==> config.mk <==
export PLATFORM = sky130hd
export DESIGN_NAME = fd_de_pipe_regs_flat
export DESIGN_NICKNAME = d
export VERILOG_FILES = /design/src/rtl/fd_de_pipe_regs_if.sv /design/src/rtl/fd_de_pipe_regs.sv /design/src/flat_wrapper.sv
export SDC_FILE = /design/constraint.sdc
export NUM_CORES = 1
export LEC_CHECK = 0
export ABC_CLOCK_PERIOD_IN_PS = 31400
export BUFFER_PORTS_ARGS = -buffer_cell sky130_fd_sc_hd__buf_4
export CAP_MARGIN = 20
export CORE_AREA = 2 2 193 195
export DETAILED_ROUTE_END_ITERATION = 10
export DIE_AREA = 0 0 195 197
export GPL_ROUTABILITY_DRIVEN = 0
export PLACE_DENSITY = 0.6
export SETUP_SLACK_MARGIN = 0.3
export SLEW_MARGIN = 15
export SYNTH_ARGS = -nofsm -noshare
export SYNTH_HDL_FRONTEND = slang
export SYNTH_SLANG_ARGS = --single-unit
==> constraint.sdc <==
create_clock -name clk -period 31.4 [get_ports clk]
set_input_delay 6.28 -clock clk [delete_from_list [all_inputs] [get_ports clk]]
set_output_delay 6.28 -clock clk [all_outputs]
set_load 0.05 [all_outputs]
==> src/rtl/fd_de_pipe_regs_if.sv <==
// Hazard-controller, decoder and E-stage signals around the fetch/decode/execute pipeline registers.
// The master side drives PC, instruction, control and decoded fields; the slave side is the register block.
interface fd_de_pipe_regs_if #(
  parameter int XLEN  = 32,
  parameter int CNT_W = 32
);
  logic [XLEN-1:0]  pc_next;
  logic [31:0]      instrF;
  logic             stallF;
  logic             stallD;
  logic             flushD;
  logic             flushE;
  logic [4:0]       rs1_addrD;
  logic [4:0]       rs2_addrD;
  logic [4:0]       rd_addrD;
  logic             rd_wr_enD;
  logic [1:0]       wb_selD;
  logic             br_enD;
  logic [XLEN-1:0]  rs1_dataD;
  logic [XLEN-1:0]  rs2_dataD;
  logic [XLEN-1:0]  immD;

  logic [XLEN-1:0]  pcF;
  logic [XLEN-1:0]  pcD;
  logic [31:0]      instrD;
  logic             validD;
  logic [XLEN-1:0]  pcE;
  logic [4:0]       rs1_addrE;
  logic [4:0]       rs2_addrE;
  logic [4:0]       rd_addrE;
  logic             rd_wr_enE;
  logic [1:0]       wb_selE;
  logic             br_enE;
  logic [XLEN-1:0]  rs1_dataE;
  logic [XLEN-1:0]  rs2_dataE;
  logic [XLEN-1:0]  immE;
  logic             validE;
  logic [CNT_W-1:0] stall_cnt;
  logic [CNT_W-1:0] flush_cnt;

  modport master (
    output pc_next, instrF, stallF, stallD, flushD, flushE,
           rs1_addrD, rs2_addrD, rd_addrD, rd_wr_enD, wb_selD, br_enD,
           rs1_dataD, rs2_dataD, immD,
    input  pcF, pcD, instrD, validD, pcE, rs1_addrE, rs2_addrE, rd_addrE,
           rd_wr_enE, wb_selE, br_enE, rs1_dataE, rs2_dataE, immE, validE,
           stall_cnt, flush_cnt
  );

  modport slave (
    input  pc_next, instrF, stallF, stallD, flushD, flushE,
           rs1_addrD, rs2_addrD, rd_addrD, rd_wr_enD, wb_selD, br_enD,
           rs1_dataD, rs2_dataD, immD,
    output pcF, pcD, instrD, validD, pcE, rs1_addrE, rs2_addrE, rd_addrE,
           rd_wr_enE, wb_selE, br_enE, rs1_dataE, rs2_dataE, immE, validE,
           stall_cnt, flush_cnt
  );
endinterface

==> src/rtl/fd_de_pipe_regs.sv <==
// PC, F/D and D/E pipeline registers with hold/bubble control and stall/flush event counters.
// One-cycle register stages; there is no backpressure -- the hazard controller stalls or flushes directly.
module fd_de_pipe_regs #(
  parameter int               XLEN      = 32,
  parameter logic [XLEN-1:0]  RESET_PC  = '0,
  parameter logic [31:0]      NOP_INSTR = 32'h0000_0013,
  parameter int               CNT_W     = 32
) (
  input  logic               clk,
  input  logic               rst,
  fd_de_pipe_regs_if.slave   bus
);

  typedef struct packed {
    logic [XLEN-1:0] pc;
    logic [4:0]      rs1_addr;
    logic [4:0]      rs2_addr;
    logic [4:0]      rd_addr;
    logic            rd_wr_en;
    logic [1:0]      wb_sel;
    logic            br_en;
    logic [XLEN-1:0] rs1_data;
    logic [XLEN-1:0] rs2_data;
    logic [XLEN-1:0] imm;
    logic            valid;
  } de_t;

  logic [XLEN-1:0]  pcf_q, pcf_d;
  logic [XLEN-1:0]  pcd_q, pcd_d;
  logic [31:0]      instrd_q, instrd_d;
  logic             validd_q, validd_d;
  de_t              de_q, de_d;
  logic [CNT_W-1:0] stall_cnt_q, stall_cnt_d;
  logic [CNT_W-1:0] flush_cnt_q, flush_cnt_d;

  always_comb begin
    pcf_d       = pcf_q;
    pcd_d       = pcd_q;
    instrd_d    = instrd_q;
    validd_d    = validd_q;
    de_d        = de_q;
    stall_cnt_d = stall_cnt_q;
    flush_cnt_d = flush_cnt_q;

    // A redirect (flushD) must never be lost behind a fetch stall.
    if (!bus.stallF || bus.flushD) begin
      pcf_d = bus.pc_next;
    end

    if (bus.flushD) begin
      pcd_d    = '0;
      instrd_d = NOP_INSTR;
      validd_d = 1'b0;
    end else if (!bus.stallD) begin
      pcd_d    = pcf_q;
      instrd_d = bus.instrF;
      validd_d = 1'b1;
    end

    if (bus.flushE) begin
      de_d = '0;
    end else begin
      de_d.pc       = pcd_q;
      de_d.rs1_addr = bus.rs1_addrD;
      de_d.rs2_addr = bus.rs2_addrD;
      de_d.rd_addr  = bus.rd_addrD;
      de_d.rd_wr_en = bus.rd_wr_enD;
      de_d.wb_sel   = bus.wb_selD;
      de_d.br_en    = bus.br_enD;
      de_d.rs1_data = bus.rs1_dataD;
      de_d.rs2_data = bus.rs2_dataD;
      de_d.imm      = bus.immD;
      de_d.valid    = validd_q;
    end

    if (bus.stallD) begin
      stall_cnt_d = stall_cnt_q + CNT_W'(1);
    end
    if (bus.flushD || bus.flushE) begin
      flush_cnt_d = flush_cnt_q + CNT_W'(1);
    end
  end

  always_ff @(posedge clk or posedge rst) begin
    if (rst) begin
      pcf_q       <= RESET_PC;
      pcd_q       <= '0;
      instrd_q    <= NOP_INSTR;
      validd_q    <= 1'b0;
      de_q        <= '0;
      stall_cnt_q <= '0;
      flush_cnt_q <= '0;
    end else begin
      pcf_q       <= pcf_d;
      pcd_q       <= pcd_d;
      instrd_q    <= instrd_d;
      validd_q    <= validd_d;
      de_q        <= de_d;
      stall_cnt_q <= stall_cnt_d;
      flush_cnt_q <= flush_cnt_d;
    end
  end

  assign bus.pcF       = pcf_q;
  assign bus.pcD       = pcd_q;
  assign bus.instrD    = instrd_q;
  assign bus.validD    = validd_q;
  assign bus.pcE       = de_q.pc;
  assign bus.rs1_addrE = de_q.rs1_addr;
  assign bus.rs2_addrE = de_q.rs2_addr;
  assign bus.rd_addrE  = de_q.rd_addr;
  assign bus.rd_wr_enE = de_q.rd_wr_en;
  assign bus.wb_selE   = de_q.wb_sel;
  assign bus.br_enE    = de_q.br_en;
  assign bus.rs1_dataE = de_q.rs1_data;
  assign bus.rs2_dataE = de_q.rs2_data;
  assign bus.immE      = de_q.imm;
  assign bus.validE    = de_q.valid;
  assign bus.stall_cnt = stall_cnt_q;
  assign bus.flush_cnt = flush_cnt_q;

endmodule

==> src/flat_wrapper.sv <==
// flat-port wrapper written by rule: the top's interface ports become plain ports
module fd_de_pipe_regs_flat 
#(
  parameter int               XLEN      = 32,
  parameter logic [XLEN-1:0]  RESET_PC  = '0,
  parameter logic [31:0]      NOP_INSTR = 32'h0000_0013,
  parameter int               CNT_W     = 32
)
  (clk, rst, bus_pc_next, bus_instrF, bus_stallF, bus_stallD, bus_flushD, bus_flushE, bus_rs1_addrD, bus_rs2_addrD, bus_rd_addrD, bus_rd_wr_enD, bus_wb_selD, bus_br_enD, bus_rs1_dataD, bus_rs2_dataD, bus_immD, bus_pcF, bus_pcD, bus_instrD, bus_validD, bus_pcE, bus_rs1_addrE, bus_rs2_addrE, bus_rd_addrE, bus_rd_wr_enE, bus_wb_selE, bus_br_enE, bus_rs1_dataE, bus_rs2_dataE, bus_immE, bus_validE, bus_stall_cnt, bus_flush_cnt);
  fd_de_pipe_regs_if #(.XLEN(XLEN), .CNT_W(CNT_W)) bus_i ();
  input  logic clk;
  input  logic rst;
  input wire logic [$bits(bus_i.pc_next)-1:0] bus_pc_next;
  input wire logic [$bits(bus_i.instrF)-1:0] bus_instrF;
  input wire logic [$bits(bus_i.stallF)-1:0] bus_stallF;
  input wire logic [$bits(bus_i.stallD)-1:0] bus_stallD;
  input wire logic [$bits(bus_i.flushD)-1:0] bus_flushD;
  input wire logic [$bits(bus_i.flushE)-1:0] bus_flushE;
  input wire logic [$bits(bus_i.rs1_addrD)-1:0] bus_rs1_addrD;
  input wire logic [$bits(bus_i.rs2_addrD)-1:0] bus_rs2_addrD;
  input wire logic [$bits(bus_i.rd_addrD)-1:0] bus_rd_addrD;
  input wire logic [$bits(bus_i.rd_wr_enD)-1:0] bus_rd_wr_enD;
  input wire logic [$bits(bus_i.wb_selD)-1:0] bus_wb_selD;
  input wire logic [$bits(bus_i.br_enD)-1:0] bus_br_enD;
  input wire logic [$bits(bus_i.rs1_dataD)-1:0] bus_rs1_dataD;
  input wire logic [$bits(bus_i.rs2_dataD)-1:0] bus_rs2_dataD;
  input wire logic [$bits(bus_i.immD)-1:0] bus_immD;
  output wire logic [$bits(bus_i.pcF)-1:0] bus_pcF;
  output wire logic [$bits(bus_i.pcD)-1:0] bus_pcD;
  output wire logic [$bits(bus_i.instrD)-1:0] bus_instrD;
  output wire logic [$bits(bus_i.validD)-1:0] bus_validD;
  output wire logic [$bits(bus_i.pcE)-1:0] bus_pcE;
  output wire logic [$bits(bus_i.rs1_addrE)-1:0] bus_rs1_addrE;
  output wire logic [$bits(bus_i.rs2_addrE)-1:0] bus_rs2_addrE;
  output wire logic [$bits(bus_i.rd_addrE)-1:0] bus_rd_addrE;
  output wire logic [$bits(bus_i.rd_wr_enE)-1:0] bus_rd_wr_enE;
  output wire logic [$bits(bus_i.wb_selE)-1:0] bus_wb_selE;
  output wire logic [$bits(bus_i.br_enE)-1:0] bus_br_enE;
  output wire logic [$bits(bus_i.rs1_dataE)-1:0] bus_rs1_dataE;
  output wire logic [$bits(bus_i.rs2_dataE)-1:0] bus_rs2_dataE;
  output wire logic [$bits(bus_i.immE)-1:0] bus_immE;
  output wire logic [$bits(bus_i.validE)-1:0] bus_validE;
  output wire logic [$bits(bus_i.stall_cnt)-1:0] bus_stall_cnt;
  output wire logic [$bits(bus_i.flush_cnt)-1:0] bus_flush_cnt;
  assign bus_i.pc_next = bus_pc_next;
  assign bus_i.instrF = bus_instrF;
  assign bus_i.stallF = bus_stallF;
  assign bus_i.stallD = bus_stallD;
  assign bus_i.flushD = bus_flushD;
  assign bus_i.flushE = bus_flushE;
  assign bus_i.rs1_addrD = bus_rs1_addrD;
  assign bus_i.rs2_addrD = bus_rs2_addrD;
  assign bus_i.rd_addrD = bus_rd_addrD;
  assign bus_i.rd_wr_enD = bus_rd_wr_enD;
  assign bus_i.wb_selD = bus_wb_selD;
  assign bus_i.br_enD = bus_br_enD;
  assign bus_i.rs1_dataD = bus_rs1_dataD;
  assign bus_i.rs2_dataD = bus_rs2_dataD;
  assign bus_i.immD = bus_immD;
  assign bus_pcF = bus_i.pcF;
  assign bus_pcD = bus_i.pcD;
  assign bus_instrD = bus_i.instrD;
  assign bus_validD = bus_i.validD;
  assign bus_pcE = bus_i.pcE;
  assign bus_rs1_addrE = bus_i.rs1_addrE;
  assign bus_rs2_addrE = bus_i.rs2_addrE;
  assign bus_rd_addrE = bus_i.rd_addrE;
  assign bus_rd_wr_enE = bus_i.rd_wr_enE;
  assign bus_wb_selE = bus_i.wb_selE;
  assign bus_br_enE = bus_i.br_enE;
  assign bus_rs1_dataE = bus_i.rs1_dataE;
  assign bus_rs2_dataE = bus_i.rs2_dataE;
  assign bus_immE = bus_i.immE;
  assign bus_validE = bus_i.validE;
  assign bus_stall_cnt = bus_i.stall_cnt;
  assign bus_flush_cnt = bus_i.flush_cnt;
  fd_de_pipe_regs #(.XLEN(XLEN), .RESET_PC(RESET_PC), .NOP_INSTR(NOP_INSTR), .CNT_W(CNT_W)) u_core (.clk(clk), .rst(rst), .bus(bus_i));
endmodule
==> summary.txt <==
Worst Path Buf+Inv -> 2
Post-synth EDFFs -> 0
Worst slack at placement -> 22800 ps
Antenna-violating nets left -> 0
Worst Setup Start Kind -> primary input
Post-route cell area -> 16700 µm²
Cell Chain, Critical Path -> buf_4 -> buf_4 -> nand2b_2 -> mux2_2
FMAX -> 0.125 GHz
GRT Overall Usage -> 0.169
Critical Path Sink Type -> flip-flop
Crit-path max cell delay -> 870 ps
Dominant cells by area after synthesis -> dfrtp_1, nor2b_1, mux2i_1
Area leader, netlist -> dfrtp_1
RSZ-0062 raised after global routing -> no
Worst Tran Pin Value -> 932 ps
I/O Buffers -> 493
Clock latency on the worst-skew pair -> 530 ps
Die height -> 197 µm
CP max FO -> 64
Fin cells -> 1830
Final setup TNS -> 0 ps
Initial Util -> 0.314
CP startpoint -> bus_flushD
Final hold violation count -> 0
First-pass GRT wire length -> 49700 µm
Ys flop type -> dfrtp_1
Avg Vias per Cell -> 4.44
Detailed Place HPWL -> 23600 µm
Crit path DAT -> 8390 ps
Placed instance area -> 15500 µm²
Synth warn -> 0
Ports -> 494
Inst Count DP -> 1767
Fin crit share -> 0.254
Number of gates resized after cts -> 0
Worst Slack Setup Final -> 23420 ps
Number of global-route vias before repair -> 8194
Critical path class -> in -> reg
CP top delay family -> simple AND/OR/NAND/NOR gates
TritonRoute pass-1 iters -> 4
Setup Skew -> 9.96 ps
Depth of the CTS H-tree -> 2
WP data required -> 31810 ps
Reg2reg start -> u_core.bus.stall_cnt[0]
Run status -> complete, no violations
Commonest cells post-synth -> dfrtp_1, nor2b_1, nor2_1
# Post-CTS Setup Buffers -> 0
Maximum VDD drop -> 0.0436 mV
CTS Buf Count -> 36
Top cell by count, worst path -> buf_4
Core area -> 36300 µm²
Post-synth ARST share -> 1.00
Crit-path slowest cell -> nand2b_2
Hold wc startpoint -> u_core.bus.flush_cnt[31]
CTS tree -> yes
Mapped Area -> 11400 µm²
Vias -> 8128
Syn nets -> 1027
#FFs+latches synth -> 309
Yosys top cell area share -> 0.673
Post-layout util -> 0.461
Pin count of the biggest net entering global routing -> 115
Layout cells sized above 1 -> 0.440
# rows -> 70
Max Cap Violations -> 0
Area grow syn2layout -> 46.8%
Reg clk slew, reported paths -> 60 ps
Most common cell in the netlist -> dfrtp_1
WL final -> 33300 µm
Slew margin rel. -> 0.379
DRC Markers -> 0
Mapped Cells -> 840
Count of final setup violators -> 0
DR iter-0 viols -> 264
Static leakage power -> 8.48 nW
Die ar. -> 38400 µm²
Clk root buf -> clkbuf_16
Count of pins over their slew limit -> 0
PwrDens -> 64.6 nW/µm²
Sinks on Clock Net -> 309
Hold Crit Class -> reg -> reg
Initial antenna violation count -> 1
Crit path time final -> 7980 ps
Final nets -> 1525
GRT overflow -> 0
Sequential fraction of the synthesis area -> 0.680
Maximum buffer depth of the clock tree -> 3
WL per Instance -> 18.2 µm
CTS Hold Bufs -> 0
Count of different cell masters after synthesis -> 36
DIE WIDTH -> 195 µm
Avg Synthesized Cell Area -> 13.5 µm²
-- sequential cells by signal, indices dropped and copies added, names as in the netlist --
signal,flops
u_core.bus.rs1_addrE,5
u_core.bus.rs1_dataE,32
u_core.bus.validE,1
u_core.bus.stall_cnt,32
u_core.bus.pcD,32
u_core.bus.pcF,32
u_core.bus.rd_wr_enE,1
u_core.bus.pcE,32
u_core.bus.validD,1
u_core.bus.rs2_addrE,5
u_core.bus.flush_cnt,32
u_core.bus.rs2_dataE,32
u_core.bus.br_enE,1
u_core.bus.instrD,32
u_core.bus.rd_addrE,5
u_core.bus.immE,32
u_core.bus.wb_selE,2
-- through the flow --
stage	hold WS (ps)	power (mW)
final	477	1.08
after global routing	504	1.12
after CTS	480	1.10
after detailed placement	472	0.678
after global placement	466	0.676
after floorplan	754	0.593
-- logic make-up after synthesis --
group                    share of synthesized area
AO/OA/AOI/OAI                              0.00561
XOR/XNOR                                    0.0477
adder cells (fa/ha/maj)                    0.00220
buffers and inverters                       0.0195
flip-flops                                   0.680
multiplexers                                0.0873
AND/OR/NAND/NOR                              0.158
-- layout by cell type, fill, tap and decap left out, types with 2 or more instances in the layout --
cell type,count
buf_4,501
dfrtp_1,306
nor2b_1,151
nor2_1,76
mux2i_1,61
xnor2_1,54
clkbuf_16,37
mux2_2,32
nand3_1,25
nand4_1,20
nand2_1,18
clkbuf_1,11
xor2_1,8
and3_1,7
clkbuf_8,7
inv_1,6
and4_1,5
nor3_1,3
a211o_1,3
dfstp_2,3
nor3_4,2
nand4_2,2
mux2_1,2
ha_1,2
clkinv_2,2
bufinv_16,2
-- path summary, 6_finish.rpt --
check | endpoint | slack (ps) | cells past startpoint
min | u_core.bus.flush_cnt[31] | 480 | 1
max | u_core.bus.pcF[6] | 23420 | 4
max in group asynchronous | u_core.bus.rs2_dataE[19] | 24070 | 3
max reg2reg | u_core.bus.stall_cnt[22] | 29500 | 5
min in group asynchronous | u_core.bus.rs2_addrE[4] | 5930 | 2
min reg2reg | u_core.bus.flush_cnt[31] | 480 | 1
-- power by group --
part           leakage, nW  internal (mW)  switching [mW]
sequential            4.03          0.425          0.0226
clock                0.560          0.249           0.163
combinational         3.89         0.0720           0.147
-- routing by layer --
layer  vias up  track usage  wire, µm
met5         -            0         0
met2       321        0.272     15900
met1      4005        0.211     13600
met4         0       0.0574       904
li1       3743            -         -
met3        59       0.0614      2860
-- cell type report --
cell class	instances	area (µm²)
antenna	1	2.50
clock buffer	55	1060
clock inverter	6	86.3
fill	3341	19600
inverter	7	33.8
multi-input combinational	482	3430
sequential	309	7740
tap	468	586
timing repair buffer	502	3770
Power figures use the tool's default switching activity.
